[src/rtl/core_pkg.sv]
// Shared core definitions: datapath width, RISC-V load/store size encodings and LSU states.
package core_pkg;

  localparam int unsigned XLEN = 32;

  localparam logic [2:0] F3_B  = 3'b000;
  localparam logic [2:0] F3_H  = 3'b001;
  localparam logic [2:0] F3_W  = 3'b010;
  localparam logic [2:0] F3_BU = 3'b100;
  localparam logic [2:0] F3_HU = 3'b101;

  typedef enum logic [1:0] {
    StIdle,
    StReq,
    StResp
  } lsu_state_t;

endpackage

[src/rtl/lsu_align.sv]
// Combinational lane logic: legality check, store strobes/replication, load extract/extend.
module lsu_align #(
  parameter int unsigned XLEN = core_pkg::XLEN
) (
  input  logic            st_store_i,
  input  logic [2:0]      st_funct3_i,
  input  logic [1:0]      st_off_i,
  input  logic [XLEN-1:0] st_wdata_i,
  output logic            fault_o,
  output logic [3:0]      wstrb_o,
  output logic [XLEN-1:0] wdata_o,
  input  logic [2:0]      ld_funct3_i,
  input  logic [1:0]      ld_off_i,
  input  logic [XLEN-1:0] rdata_i,
  output logic [XLEN-1:0] ld_data_o
);
  import core_pkg::*;

  logic [XLEN-1:0] shifted;

  always_comb begin
    fault_o = 1'b0;
    wstrb_o = 4'b0000;
    wdata_o = st_wdata_i;
    case (st_funct3_i)
      F3_B: begin
        wstrb_o = 4'b0001 << st_off_i;
        wdata_o = {4{st_wdata_i[7:0]}};
      end
      F3_H: begin
        fault_o = st_off_i[0];
        wstrb_o = 4'b0011 << st_off_i;
        wdata_o = {2{st_wdata_i[15:0]}};
      end
      F3_W: begin
        fault_o = (st_off_i != 2'b00);
        wstrb_o = 4'b1111;
      end
      F3_BU:   fault_o = st_store_i;
      F3_HU:   fault_o = st_store_i | st_off_i[0];
      default: fault_o = 1'b1;
    endcase
    // Strobes only mean something for a legal store.
    if (!st_store_i || fault_o) begin
      wstrb_o = 4'b0000;
    end
  end

  always_comb begin
    shifted = rdata_i >> {ld_off_i, 3'b000};
    case (ld_funct3_i)
      F3_B:    ld_data_o = {{(XLEN-8){shifted[7]}}, shifted[7:0]};
      F3_H:    ld_data_o = {{(XLEN-16){shifted[15]}}, shifted[15:0]};
      F3_BU:   ld_data_o = {{(XLEN-8){1'b0}}, shifted[7:0]};
      F3_HU:   ld_data_o = {{(XLEN-16){1'b0}}, shifted[15:0]};
      default: ld_data_o = rdata_i;
    endcase
  end

endmodule

[src/rtl/lsu.sv]
// Load/store unit: single-outstanding valid/ready data bus master with kill-on-flush.
module lsu #(
  parameter int unsigned XLEN = core_pkg::XLEN
) (
  input  logic            clk,
  input  logic            rst_n,
  input  logic            lsu_en,
  input  logic            op_valid,
  output logic            op_ready,
  input  logic            op_store,
  input  logic [2:0]      op_funct3,
  input  logic [XLEN-1:0] op_addr,
  input  logic [XLEN-1:0] op_wdata,
  input  logic [4:0]      op_rd,
  output logic            dmem_req_valid,
  input  logic            dmem_req_ready,
  output logic            dmem_we,
  output logic [XLEN-1:0] dmem_addr,
  output logic [3:0]      dmem_wstrb,
  output logic [XLEN-1:0] dmem_wdata,
  input  logic            dmem_rsp_valid,
  input  logic [XLEN-1:0] dmem_rsp_rdata,
  output logic            ld_valid,
  output logic [XLEN-1:0] ld_data,
  output logic [4:0]      ld_rd,
  output logic            lsu_fault
);
  import core_pkg::*;

  lsu_state_t      state_q, state_d;
  logic            kill_q, kill_d;
  logic            we_q, we_d;
  logic [XLEN-1:0] addr_q, addr_d;
  logic [3:0]      wstrb_q, wstrb_d;
  logic [XLEN-1:0] wdata_q, wdata_d;
  logic [2:0]      f3_q, f3_d;
  logic [1:0]      off_q, off_d;
  logic [4:0]      rd_q, rd_d;
  logic            ld_valid_q, ld_valid_d;
  logic [XLEN-1:0] ld_data_q, ld_data_d;
  logic [4:0]      ld_rd_q, ld_rd_d;
  logic            fault_q, fault_d;

  logic            al_fault;
  logic [3:0]      al_wstrb;
  logic [XLEN-1:0] al_wdata;
  logic [XLEN-1:0] al_ld_data;

  lsu_align #(.XLEN(XLEN)) u_align (
    .st_store_i  (op_store),
    .st_funct3_i (op_funct3),
    .st_off_i    (op_addr[1:0]),
    .st_wdata_i  (op_wdata),
    .fault_o     (al_fault),
    .wstrb_o     (al_wstrb),
    .wdata_o     (al_wdata),
    .ld_funct3_i (f3_q),
    .ld_off_i    (off_q),
    .rdata_i     (dmem_rsp_rdata),
    .ld_data_o   (al_ld_data)
  );

  always_comb begin
    state_d    = state_q;
    kill_d     = kill_q;
    we_d       = we_q;
    addr_d     = addr_q;
    wstrb_d    = wstrb_q;
    wdata_d    = wdata_q;
    f3_d       = f3_q;
    off_d      = off_q;
    rd_d       = rd_q;
    ld_valid_d = 1'b0;
    ld_data_d  = ld_data_q;
    ld_rd_d    = ld_rd_q;
    fault_d    = 1'b0;
    case (state_q)
      StIdle: begin
        kill_d = 1'b0;
        if (op_valid && lsu_en) begin
          if (al_fault) begin
            fault_d = 1'b1;
          end else begin
            state_d = StReq;
            we_d    = op_store;
            addr_d  = {op_addr[XLEN-1:2], 2'b00};
            wstrb_d = al_wstrb;
            wdata_d = al_wdata;
            f3_d    = op_funct3;
            off_d   = op_addr[1:0];
            rd_d    = op_rd;
          end
        end
      end
      StReq: begin
        if (!lsu_en) kill_d = 1'b1;
        if (dmem_req_ready) begin
          if (we_q) begin
            state_d = StIdle;
            kill_d  = 1'b0;
          end else begin
            state_d = StResp;
          end
        end
      end
      StResp: begin
        if (!lsu_en) kill_d = 1'b1;
        if (dmem_rsp_valid) begin
          state_d = StIdle;
          kill_d  = 1'b0;
          // A flush in the response cycle itself also suppresses writeback.
          if (!kill_q && lsu_en) begin
            ld_valid_d = 1'b1;
            ld_data_d  = al_ld_data;
            ld_rd_d    = rd_q;
          end
        end
      end
      default: state_d = StIdle;
    endcase
  end

  always_ff @(posedge clk or negedge rst_n) begin
    if (!rst_n) begin
      state_q    <= StIdle;
      kill_q     <= 1'b0;
      we_q       <= 1'b0;
      addr_q     <= '0;
      wstrb_q    <= '0;
      wdata_q    <= '0;
      f3_q       <= '0;
      off_q      <= '0;
      rd_q       <= '0;
      ld_valid_q <= 1'b0;
      ld_data_q  <= '0;
      ld_rd_q    <= '0;
      fault_q    <= 1'b0;
    end else begin
      state_q    <= state_d;
      kill_q     <= kill_d;
      we_q       <= we_d;
      addr_q     <= addr_d;
      wstrb_q    <= wstrb_d;
      wdata_q    <= wdata_d;
      f3_q       <= f3_d;
      off_q      <= off_d;
      rd_q       <= rd_d;
      ld_valid_q <= ld_valid_d;
      ld_data_q  <= ld_data_d;
      ld_rd_q    <= ld_rd_d;
      fault_q    <= fault_d;
    end
  end

  assign op_ready       = (state_q == StIdle);
  assign dmem_req_valid = (state_q == StReq);
  assign dmem_we        = we_q;
  assign dmem_addr      = addr_q;
  assign dmem_wstrb     = wstrb_q;
  assign dmem_wdata     = wdata_q;
  assign ld_valid       = ld_valid_q;
  assign ld_data        = ld_data_q;
  assign ld_rd          = ld_rd_q;
  assign lsu_fault      = fault_q;

endmodule
[config.mk]
export PLATFORM = sky130hd
export DESIGN_NAME = lsu
export DESIGN_NICKNAME = d
export VERILOG_FILES = /design/src/rtl/core_pkg.sv /design/src/rtl/lsu_align.sv /design/src/rtl/lsu.sv
export SDC_FILE = /design/constraint.sdc
export NUM_CORES = 1
export LEC_CHECK = 0
export CAP_MARGIN = 40
export CORE_MARGIN = 1.5
export CORE_UTILIZATION = 44
export DETAILED_ROUTE_END_ITERATION = 8
export PLACE_DENSITY = 0.77
export RECOVER_POWER = 50
export SLEW_MARGIN = 10
export SYNTH_ARGS = -nofsm -noshare
export SYNTH_HDL_FRONTEND = slang
export SYNTH_SLANG_ARGS = --single-unit
[constraint.sdc]
create_clock -name clk -period 2.05 [get_ports clk]
set_input_delay 0.615 -clock clk [delete_from_list [all_inputs] [get_ports clk]]
set_output_delay 0.615 -clock clk [all_outputs]
set_load 0.01 [all_outputs]
## Yosys cells after proc, flatten, opt, wreduce, memory -nomap -nowiden

Cells that the tools add are included.

- Register bits: 119
- Bits of input ports: 111
- Output and inout port bits: 110
- Word-level logic and storage cells: 66

- Equality and inequality tests: 13
- Shift operators: 3
- Mux-type cells: 22
- Bitwise gates (word level): 2
- Reductions and logical operators: 13

Operator list:

| cell | number |
|---|---|
| 32-bit case mux with 4 select lines | 1 |
| 32-bit case mux with 2 select lines | 1 |
| 32-bit by 5-bit >> shifter with 16-bit output | 1 |
| 3-bit equality test (second input constant) | 4 |
| 4-bit case mux with 3 select lines | 1 |
| 1-bit 2-to-1 mux | 10 |
| 2-bit 2-to-1 mux | 5 |
| 3-bit by 1-bit equality test with 1-bit output (second input constant) | 2 |
| 3-bit zero test | 2 |
| 2-bit case mux with 3 select lines | 1 |
| 3-bit AND reduction | 2 |
| 1-bit case mux with 5 select lines | 1 |
| 4-bit 2-to-1 mux | 1 |
| 2-bit by 1-bit != test with 1-bit output (second input constant) | 2 |
| 2-bit != test (second input constant) | 2 |
| 4-bit AND reduction | 1 |
| 1-bit by 2-bit << shifter with 4-bit output (first input constant) | 1 |
| 2-bit by 2-bit << shifter with 4-bit output (first input constant) | 1 |
| 3-bit by 2-bit equality test with 1-bit output (second input constant) | 1 |
| 1-bit case mux with 3 select lines | 1 |
| 3-bit nonzero test | 1 |
| 2-bit by 1-bit equality test with 1-bit output (second input constant) | 1 |
| 2-bit equality test (second input constant) | 1 |
| 1-bit logical AND | 2 |
| other kinds (6) | 7 |

## Longest topological paths before layout

Gate-level depths: netlist of run 1.

- Depth after elaboration: 5
- Gate-level depth with buffers: 9

## Modules after synthesis

A second synthesis of run 1 with hierarchy kept.

- Cell total of the unflattened synthesis: 450
- Area total of the unflattened synthesis: 5686.7 um^2

Modules (own cells, without submodules):

| module | times used | cells an instance | area an instance (um^2) | seq. area each (um^2) |
|---|---|---|---|---|
| lsu | 1 | 269 | 4528.1 | 2977.9 |
| lsu_align | 1 | 181 | 1158.6 | 0.0 |

## Least setup slack after synthesis of run 1

OpenSTA, ideal clock, no wires.

- Path kind: input-to-reg
- From: input op_addr[0]
- To: register addr_q[10] (netlist: dmem_addr[10])
- Library setup time: 125 ps
- Data arrival time: 1825 ps
- Required time: 1925 ps
- Slack: 100 ps
- Stages: 6
- Path buffers: 3
- Path through: buf_6 > a221oi_1 > o21bai_1 > buf_4 > buf_6 > mux2_4

- Cells in the longest elaborated chain, start to end: 4
- Elaborated cells between the ends (all ways): 5

RTL lines:

| element | RTL line | text |
|---|---|---|
| start, declared | lsu.sv:12 | `input logic [XLEN-1:0] op_addr,` |
| 1-bit OR or 2-bit nonzero test (tied branches) | lsu_align.sv:40, lsu_align.sv:36 |  |
| 1-bit case mux with 5 select lines (*) | lsu_align.sv:25 | `case (st_funct3_i)` |
| 1-bit inverter (no source line) (*) | - |  |
| 3-bit AND reduction (no source line) (*) | - |  |
| end signal, assigned | lsu.sv:142 | `addr_q <= addr_d;` |
| end, declared | lsu.sv:33 | `logic [XLEN-1:0] addr_q, addr_d;` |

Every way passes the cells marked *; elsewhere a longest branch is shown, timed or not.
A chain may end at the register's enable or synchronous reset.

## Final worst setup path of run 1

- From: register ld_valid_q (netlist: ld_valid)
- To: output ld_valid

RTL lines:

| element | RTL line | text |
|---|---|---|
| start, declared | lsu.sv:39 | `logic ld_valid_q, ld_valid_d;` |
| start signal, assigned | lsu.sv:148 | `ld_valid_q <= ld_valid_d;` |
| end, declared | lsu.sv:23 | `output logic ld_valid,` |

No word-level cell between the ends.

==> results of run 1 <==
[registers in the layout, summed over array words and instances, names as in the netlist]
signal,flops
dmem_addr,30
dmem_wdata,32
dmem_we,1
dmem_wstrb,4
f3_q,3
kill_q,1
ld_data,32
ld_rd,5
ld_valid,1
lsu_fault,1
off_q,2
rd_q,5
state_q,2
[layout by cell type (no fill, tap or decap), types with 13 or more instances in the layout]
cell type        netlist  routed
a21oi_1               15      15
buf_4                  3      33
clkbuf_16              0      17
clkdlybuf4s50_1        0     212
dfrtp_1              119     119
mux2_4                47      47
mux2i_1               35      35
nand2_1               87      87
nand3_1               33      33
nor2_1                14      13
o21ai_0               46      50
o21ai_1               17      13
[path summary, 6_finish.rpt]
check	startpoint	endpoint	slack [ns]	cells after the start
worst max-delay path	ld_valid	ld_valid	0.05	1
worst min-delay path	rst_n	ld_data[0]	0.33	1
worst max register to register	state_q[0]	ld_data[21]	0.25	9
worst min register to register	ld_rd[0]	ld_rd[0]	0.48	2
max in group asynchronous	rst_n	dmem_wdata[1]	0.52	2
min in group clk	ld_rd[0]	ld_rd[0]	0.48	2
[metal layers]
| layer | track usage (%) | wire length, um | vias up |
|---|---|---|---|
| li1 | - | - | 2280 |
| met1 | 29.89 | 6492 | 2363 |
| met2 | 41.76 | 8042 | 245 |
| met3 | 9.652 | 1697 | 40 |
| met4 | 11.89 | 526 | 0 |
| met5 | 0 | 0 | - |
[repair_timing]
item                       4_1_cts  5_1_grt
setup endpoints to repair        2        3
hold buffers                     0        0
resized for setup                5        3
setup buffers                    0        0
[stage by stage]
stage,power [uW],area (um^2),util (%)
3_5_place_dp,9507,8290,65.70
2_1_floorplan,6517,5680,-
5_1_grt,13350,8867,70.27
6_report,12660,8867,70.27
4_1_cts,12790,8930,70.76
3_3_place_gp,9350,8290,65.70
[synth_stat cells (4+ instances only)]
library cell    n
o22ai_1         4
o21ai_1        17
nand2_1        87
nand3_1        33
buf_6           8
clkbuf_1       17
a21oi_1        15
and2_1          4
nand3b_1        8
mux2_4         47
o21ai_0        46
buf_2           7
mux2i_1        35
nor2_1         14
dfrtp_1       119
inv_1           7
ha_1            4
nand2b_1        7
[where the power goes]
group          total [uW]  switching [uW]  internal (uW)
registers            4220             778           3440
logic                5250            2130           3120
clock network        3190            1120           2070
total               12700            4020           8640
[cell families after synthesis]
logic type	after synthesis
other	1
adders and majority gates	4
and+or+nand+nor	166
AOI/OAI and AO/OA	97
DFF	119
buffers and inverters	44
muxes	84
[cell type report]
cell class                 instances  area [um^2]
tap                              172        215.2
fill                             939         3752
clock inverter                    14        198.9
timing repair buffer             264         2536
multi-input combinational        353         2474
clock buffer                      18        439.2
inverter                           7        26.28
sequential                       119         2978
==> results.toml, run 1 <==
[floorplanning]
floorplan.initialDensity_pct = 44.98
die_x_um = 116.6
chipHeight_um = 116.6
floorplan.io_pins = 221
fp.coreArea_mm2 = 0.01262
total_die_area_mm2 = 0.01359
core.rowCount = 41

[sta]
post-route-period-util_pct = 97.40
final-max-slew-violation-count = 0
final.hold.worst_slack_ns = 0.3305
post-route-min-period_ns = 1.997
rsz_0062_raised_after_global_routing = "no"
report.final.hold_viol_count = 0
worst_case_headroom_to_the_max_slew_limit_pct = 38.62
maxClockFrequency_mhz = 500.8
worst_pin_slew_ns = 0.9207
report.final.setup_viol = 0
totalNegativeSetupSlack_ns = 0
post-route-worst-setup-slack_ns = 0.05322
fin_worst_skew_ns = 0.004413

[yosys]
syn-instance-count = 515
main_combinational_cell_family_by_area_after_synthesis = "multiplexers"
synth-compound-area-share_pct = 9.588
synth-async-reset-ratio_pct = 100.0
synthesis.area_per_instance_um2 = 11.02
edff_count_synth = 0
synth_top_area_share_pct = 52.46
xor_xnor_portion_of_the_synthesized_cell_area_pct = 0
yosys.cell_types.count = 41
synth-main-ff-cell = "dfrtp_1"
yosysSeqAreaShare_pct = 52.46
fraction_of_the_mapped_netlist_area_in_adder_cells_pct = 0.8816
synth_warnings = 0
yosys.area.top_type = "dfrtp_1"
syn-cell-area_mm2 = 0.005677
synth.mux.area_fraction_pct = 19.20
synthTopCellsByArea = "dfrtp_1 52%, mux2_4 12%, mux2i_1 6.2%"
ys_ff_latch = 119
synth-simple-area-share_pct = 13.49

[final_layout]
drive_above_1_share_pct = 17.16
num-nets-final = 877
area_delta_synth_final_pct = 56.20
instances_no_fill = 947
antenna_cells_inserted = 0

[routing]
drt.antenna.violating_nets = 0
first_iter_violations = 360
totalWireLength_um = 16760
via_count = 4928
wl_per_cell_um = 17.69
drc_errors_left = 0
first_pass_iters = 6
post_drt_via_cell_ratio = 5.204

[setup_path]
timing_worst_setup_path_type = "flip-flop to output pin"
worstPathArrival_ns = 1.38
critical-path-max-stage-delay_ns = 0.61
cp_max_fo = 1
path_buf_inv = 1
worst-endpoint-required_ns = 1.43
cpMaxStageDelayCell = "dlygate4sd3_1"
cp_top_family = "buffers and inverters"
critical_path_cell_by_cell = "dlygate4sd3_1"
timing.critical_path.from_type = "flip-flop"
setup.worst_path.end_class = "output pin"

[clocking]
clockRootBuffer = "clkbuf_16"
h-tree-depth = 4
tritoncts.num_buffers = 17
clock_sinks = 119
tritoncts = "built"
clock_latency_ns = 0.41
cts_buffer_depth = 2
cts.reportedPaths.clkPinSlew_ns = 0.05

[grt]
total_routing_usage_gr_pct = 25.51
grt.overflow.total = 0
grt_pass1_vias = 5115
number_of_antenna_violations_at_the_first_check_in_global_routing = 0
grt_start_max_net_pins = 40
grt_first_pass_wirelength_um = 26060

[flow_run]
drv.max_cap_violation_count = 0

[pwr]
power_density_mw_per_mm2 = 1428
ir_worst_vdd_mv = 0.8730
power.static_leakage_uw = 0.004032

[place]
finalWeightedCongestion = 0.8824
place_worst_setup_slack_ns = -0.3663
portBuffers = 218
placed_cells_incl_taps = 915
post-dp-hpwl_um = 12380

[worst_hold_path]
worst_hold_class = "input port to async pin"

[run_status]
result_of_the_run = "completed"
No activity file was read; power rests on OpenSTA's default activity.
==> inputs of run 2 (changes only) <==
ABC_CLOCK_PERIOD_IN_PS = 2050   (was default)
SKIP_CTS_REPAIR_TIMING = 1   (was default)
==> run 2 against run 1 <==
  * Core utilization about the same
  * Worst hold slack worse by 0.00074 ns
  * Sequential share of layout area about the same
  * Worst setup slack better by 0.00086 ns
  * Via count up 0.39%
  * Combinational power about the same
  * Critical path depth unchanged
  * Wire length about the same
  * Critical endpoint unchanged
  * Largest cell class unchanged
  * Largest power group unchanged
==> results.toml, run 2 (synthesized netlist as in run 1, its figures left out) <==
[run_status]
result_of_the_run = "completed"

[final_layout]
area.sequential_mm2 = 0.002978
commonest_cells_after_routing_fill_and_taps_aside = "213 x clkdlybuf4s50_1, 119 x dfrtp_1, 87 x nand2_1, 50 x o21ai_0, 47 x mux2_4"
antenna_cells_inserted = 0
num-nets-final = 877
multi_input_comb_area_mm2 = 0.002471
layout.cells.most_common = "clkdlybuf4s50_1"
post_layout_utilization_of_the_core_pct = 70.31
drive_above_1_share_pct = 16.77
fillCellCount = 940
area_delta_synth_final_pct = 56.29
instances_no_fill = 947

[flow_run]
drv.max_cap_violation_count = 0

[clocking]
clock_latency_ns = 0.41
cts.reportedPaths.clkPinSlew_ns = 0.06
h-tree-depth = 4
tritoncts = "built"
clockRootBuffer = "clkbuf_16"
clock_sinks = 119
tritoncts.num_buffers = 17
cts_buffer_depth = 2

[place]
portBuffers = 218
post-dp-hpwl_um = 12380
finalWeightedCongestion = 0.8824
placed_cells_incl_taps = 915

[sta]
final-max-slew-violation-count = 0
worst_case_headroom_to_the_max_slew_limit_pct = 38.43
post-route-min-period_ns = 1.996
fin_worst_skew_ns = 0.006172
maxClockFrequency_mhz = 501.0
report.final.hold_viol_count = 0
rsz_0062_raised_after_global_routing = "no"
worst_pin_slew_ns = 0.9235
post-route-period-util_pct = 97.36
report.final.setup_viol = 0

[routing]
via_count = 4947
drc_errors_left = 0
drt.antenna.violating_nets = 0
first_iter_violations = 406
first_pass_iters = 5
post_drt_via_cell_ratio = 5.224
wl_per_cell_um = 17.68
totalWireLength_um = 16750

[floorplanning]
fp.coreArea_mm2 = 0.01262
die_x_um = 116.6
total_die_area_mm2 = 0.01359
floorplan.io_pins = 221
core.rowCount = 41
floorplan.initialDensity_pct = 44.98
chipHeight_um = 116.6

[grt]
grt_start_max_net_pins = 40
grt_pass1_vias = 5115
total_routing_usage_gr_pct = 25.51
number_of_antenna_violations_at_the_first_check_in_global_routing = 0
grt.overflow.total = 0
grt_first_pass_wirelength_um = 26060

[setup_path]
worst-endpoint-required_ns = 1.43
cpMaxStageDelayCell = "dlygate4sd3_1"
cp_top_family = "buffers and inverters"
setup.worst_path.end_class = "output pin"
worst_setup_path_startpoint = "ld_valid"
cp.depth = 1
critical-path-max-stage-delay_ns = 0.62
r2r_cells = 9
r2r_slack_ns = 0.20
path_buf_inv = 1
critical_path.reg2reg.endpoint = "ld_data[21]"
timing.critical_path.from_type = "flip-flop"
worstPathArrival_ns = 1.38
cp_max_fo = 1
timing_worst_setup_path_type = "flip-flop to output pin"
critical_path_cell_by_cell = "dlygate4sd3_1"
endpoint = "ld_valid"
worst_r2r_start = "state_q[0]"

[worst_hold_path]
worst_hold_class = "input port to async pin"

[pwr]
power_density_mw_per_mm2 = 1427
ir_worst_vdd_mv = 0.8733
power.static_leakage_uw = 0.004052
## run 2: power breakdown
group / internal (uW) / leakage (uW) / total (uW) / switching (uW)
sequential: 3440 / 0.00148 / 4220 / 774
clock: 2070 / 0.000299 / 3190 / 1120
combinational: 3130 / 0.00227 / 5250 / 2130
## run 2: per-stage QoR
stage	worst slack (ns)	power (uW)	hold WS, ns	setup TNS, ns	instance area (um^2)
5_1_grt	0.009765	13350	0.3948	0	8872
4_1_cts	-0.3329	12800	0.1637	-0.5706	8929
2_1_floorplan	0.09963	6517	0.3194	0	5680
3_3_place_gp	-0.3264	9350	0.4552	-25.76	8290
3_5_place_dp	-0.3663	9507	0.4647	-27.22	8290
6_report	0.05408	12660	0.3297	0	8872
## run 2: layout make-up
class / instances / share of cell area (%)
inverters: 7 / 0.2962
well taps: 172 / 2.426
multi-input cells: 353 / 27.85
clock buffers: 18 / 4.950
clock inverters: 14 / 2.242
flip-flops and latches: 119 / 33.56
repair buffers: 264 / 28.67
## run 2: per-layer routing
layer	vias up	global-route usage [%]	routed length, um
met4	0	11.89	543
li1	2282	-	-
met5	-	0	0
met2	235	41.76	8017
met3	44	9.652	1614
met1	2386	29.89	6569
## run 2: how the worst min path moves through the flow
stage,endpoint,slack [ns],depth (start not counted)
floorplan,dmem_addr[10],0.32,0
global placement,ld_rd[2],0.46,2
detailed placement,ld_rd[0],0.46,2
CTS,kill_q,0.16,1
global route,ld_data[0],0.39,1
finish,ld_data[1],0.33,1
==> inputs of run 3 (changes only) <==
PLACE_DENSITY = default   (was 0.77)
PLACE_DENSITY_LB_ADDON = 0.12   (was default)
SLEW_MARGIN = 20   (was 10)
==> run 3 against run 2 <==
  * Die area stayed put
  * Register-to-register slack improved by 0.05 ns
  * Fmax up 1.2%
  * Total power decreased by 2.5%
  * Worst hold slack gained 0.14 ns
  * Worst setup slack better by 0.023 ns
  * Clock skew increased by 0.0019 ns
  * Largest power group unchanged
==> results.toml, run 3 (synthesized netlist as in run 1, its figures left out) <==
[setup_path]
setup.worst_path.end_class = "output pin"
cpMaxStageDelayCell = "dlygate4sd3_1"
timing_worst_setup_path_type = "flip-flop to output pin"
worst_r2r_start = "state_q[0]"
timing.critical_path.from_type = "flip-flop"
cp_top_family = "buffers and inverters"
worstPathArrival_ns = 1.36
path_buf_inv = 1
worst_setup_path_startpoint = "ld_valid"
critical-path-max-stage-delay_ns = 0.61
cp_max_fo = 1
critical_path_cell_by_cell = "dlygate4sd3_1"
worst-endpoint-required_ns = 1.43

[routing]
totalWireLength_um = 15850
drt.antenna.violating_nets = 0
first_pass_iters = 5
via_count = 4818
first_iter_violations = 313
post_drt_via_cell_ratio = 5.050
wl_per_cell_um = 16.61
drc_errors_left = 0

[place]
finalWeightedCongestion = 0.8364
placed_cells_incl_taps = 922
postPlaceCellArea_mm2 = 0.008406
portBuffers = 218
post-dp-hpwl_um = 11780

[final_layout]
area_delta_synth_final_pct = 57.33
antenna_cells_inserted = 0
instances_no_fill = 954
layout.cells.most_common = "clkdlybuf4s50_1"
fillCellCount = 980
drive_above_1_share_pct = 16.88
fin_area_mm2 = 0.008931
num-nets-final = 884
commonest_cells_after_routing_fill_and_taps_aside = "210 x clkdlybuf4s50_1, 119 x dfrtp_1, 87 x nand2_1, 49 x o21ai_0, 41 x mux2_4"

[floorplanning]
floorplan.io_pins = 221
die_x_um = 116.6
core.rowCount = 41
floorplan.initialDensity_pct = 44.98
fp.coreArea_mm2 = 0.01262
total_die_area_mm2 = 0.01359
chipHeight_um = 116.6

[grt]
grt_first_pass_wirelength_um = 24730
grt.overflow.total = 0
grt_start_max_net_pins = 40
number_of_antenna_violations_at_the_first_check_in_global_routing = 0
total_routing_usage_gr_pct = 23.97
grt_pass1_vias = 4913

[pwr]
ir_worst_vdd_mv = 0.9298
power_density_mw_per_mm2 = 1383
power.static_leakage_uw = 0.004093

[sta]
post-route-min-period_ns = 1.972
totalNegativeSetupSlack_ns = 0
worst_case_headroom_to_the_max_slew_limit_pct = 15.08
maxClockFrequency_mhz = 507.0
fin_worst_skew_ns = 0.008052
worst_pin_slew_ns = 1.274
post-route-period-util_pct = 96.22
final-max-slew-violation-count = 0
report.final.setup_viol = 0
report.final.hold_viol_count = 0
final.hold.worst_slack_ns = 0.4685
rsz_0062_raised_after_global_routing = "no"

[flow_run]
drv.max_cap_violation_count = 0

[clocking]
tritoncts.num_buffers = 17
tritoncts = "built"
clock_latency_ns = 0.41
h-tree-depth = 4
clockRootBuffer = "clkbuf_16"
cts_buffer_depth = 2
clock_sinks = 119
cts.reportedPaths.clkPinSlew_ns = 0.05

[worst_hold_path]
worst_hold_class = "input port to async pin"

[run_status]
result_of_the_run = "completed"
[run 3: layer usage]
| layer | GRT usage, % | wire length [um] |
|---|---|---|
| met4 | 10.92 | 456 |
| met2 | 39.53 | 7878 |
| met5 | 0 | 0 |
| met3 | 7.421 | 1183 |
| met1 | 29.01 | 6326 |
[run 3: worst paths after layout]
| kind | to | slack, ns | depth (start not counted) |
|---|---|---|---|
| setup / recovery | ld_valid | 0.08 | 1 |
| hold / removal | ld_data[9] | 0.47 | 1 |
| setup reg to reg | ld_rd[0] | 0.25 | 8 |
| hold reg to reg | ld_rd[4] | 0.47 | 2 |
| max in group asynchronous | dmem_addr[6] | 0.31 | 2 |
| min in group clk | ld_rd[4] | 0.47 | 2 |
[run 3: layout make-up]
type | instances | area, um^2 | share of cell area, %
sequential | 119 | 2978 | 33.34
timing repair buffer | 271 | 2669 | 29.88
multi-input combinational | 353 | 2449 | 27.42
clock buffer | 21 | 470.5 | 5.268
tap | 172 | 215.2 | 2.410
clock inverter | 11 | 123.9 | 1.387
inverter | 7 | 26.28 | 0.2942
[run 3: where the power goes]
group | internal (uW) | switching [uW] | leakage, uW
sequential | 3440 | 737 | 0.00148
clock | 1880 | 1040 | 0.000285
combinational | 3120 | 2120 | 0.00233
total | 8450 | 3900 | 0.00409
[run 3: per-stage QoR]
stage / util, % / power (uW) / setup WS (ns)
floorplan: - / 6517 / 0.09963
global placement: 66.61 / 9385 / -0.3957
detailed placement: 66.61 / 9528 / -0.4140
CTS: 71.32 / 12530 / -0.3246
global route: 70.77 / 13080 / 0.008388
finish: 70.77 / 12350 / 0.07753
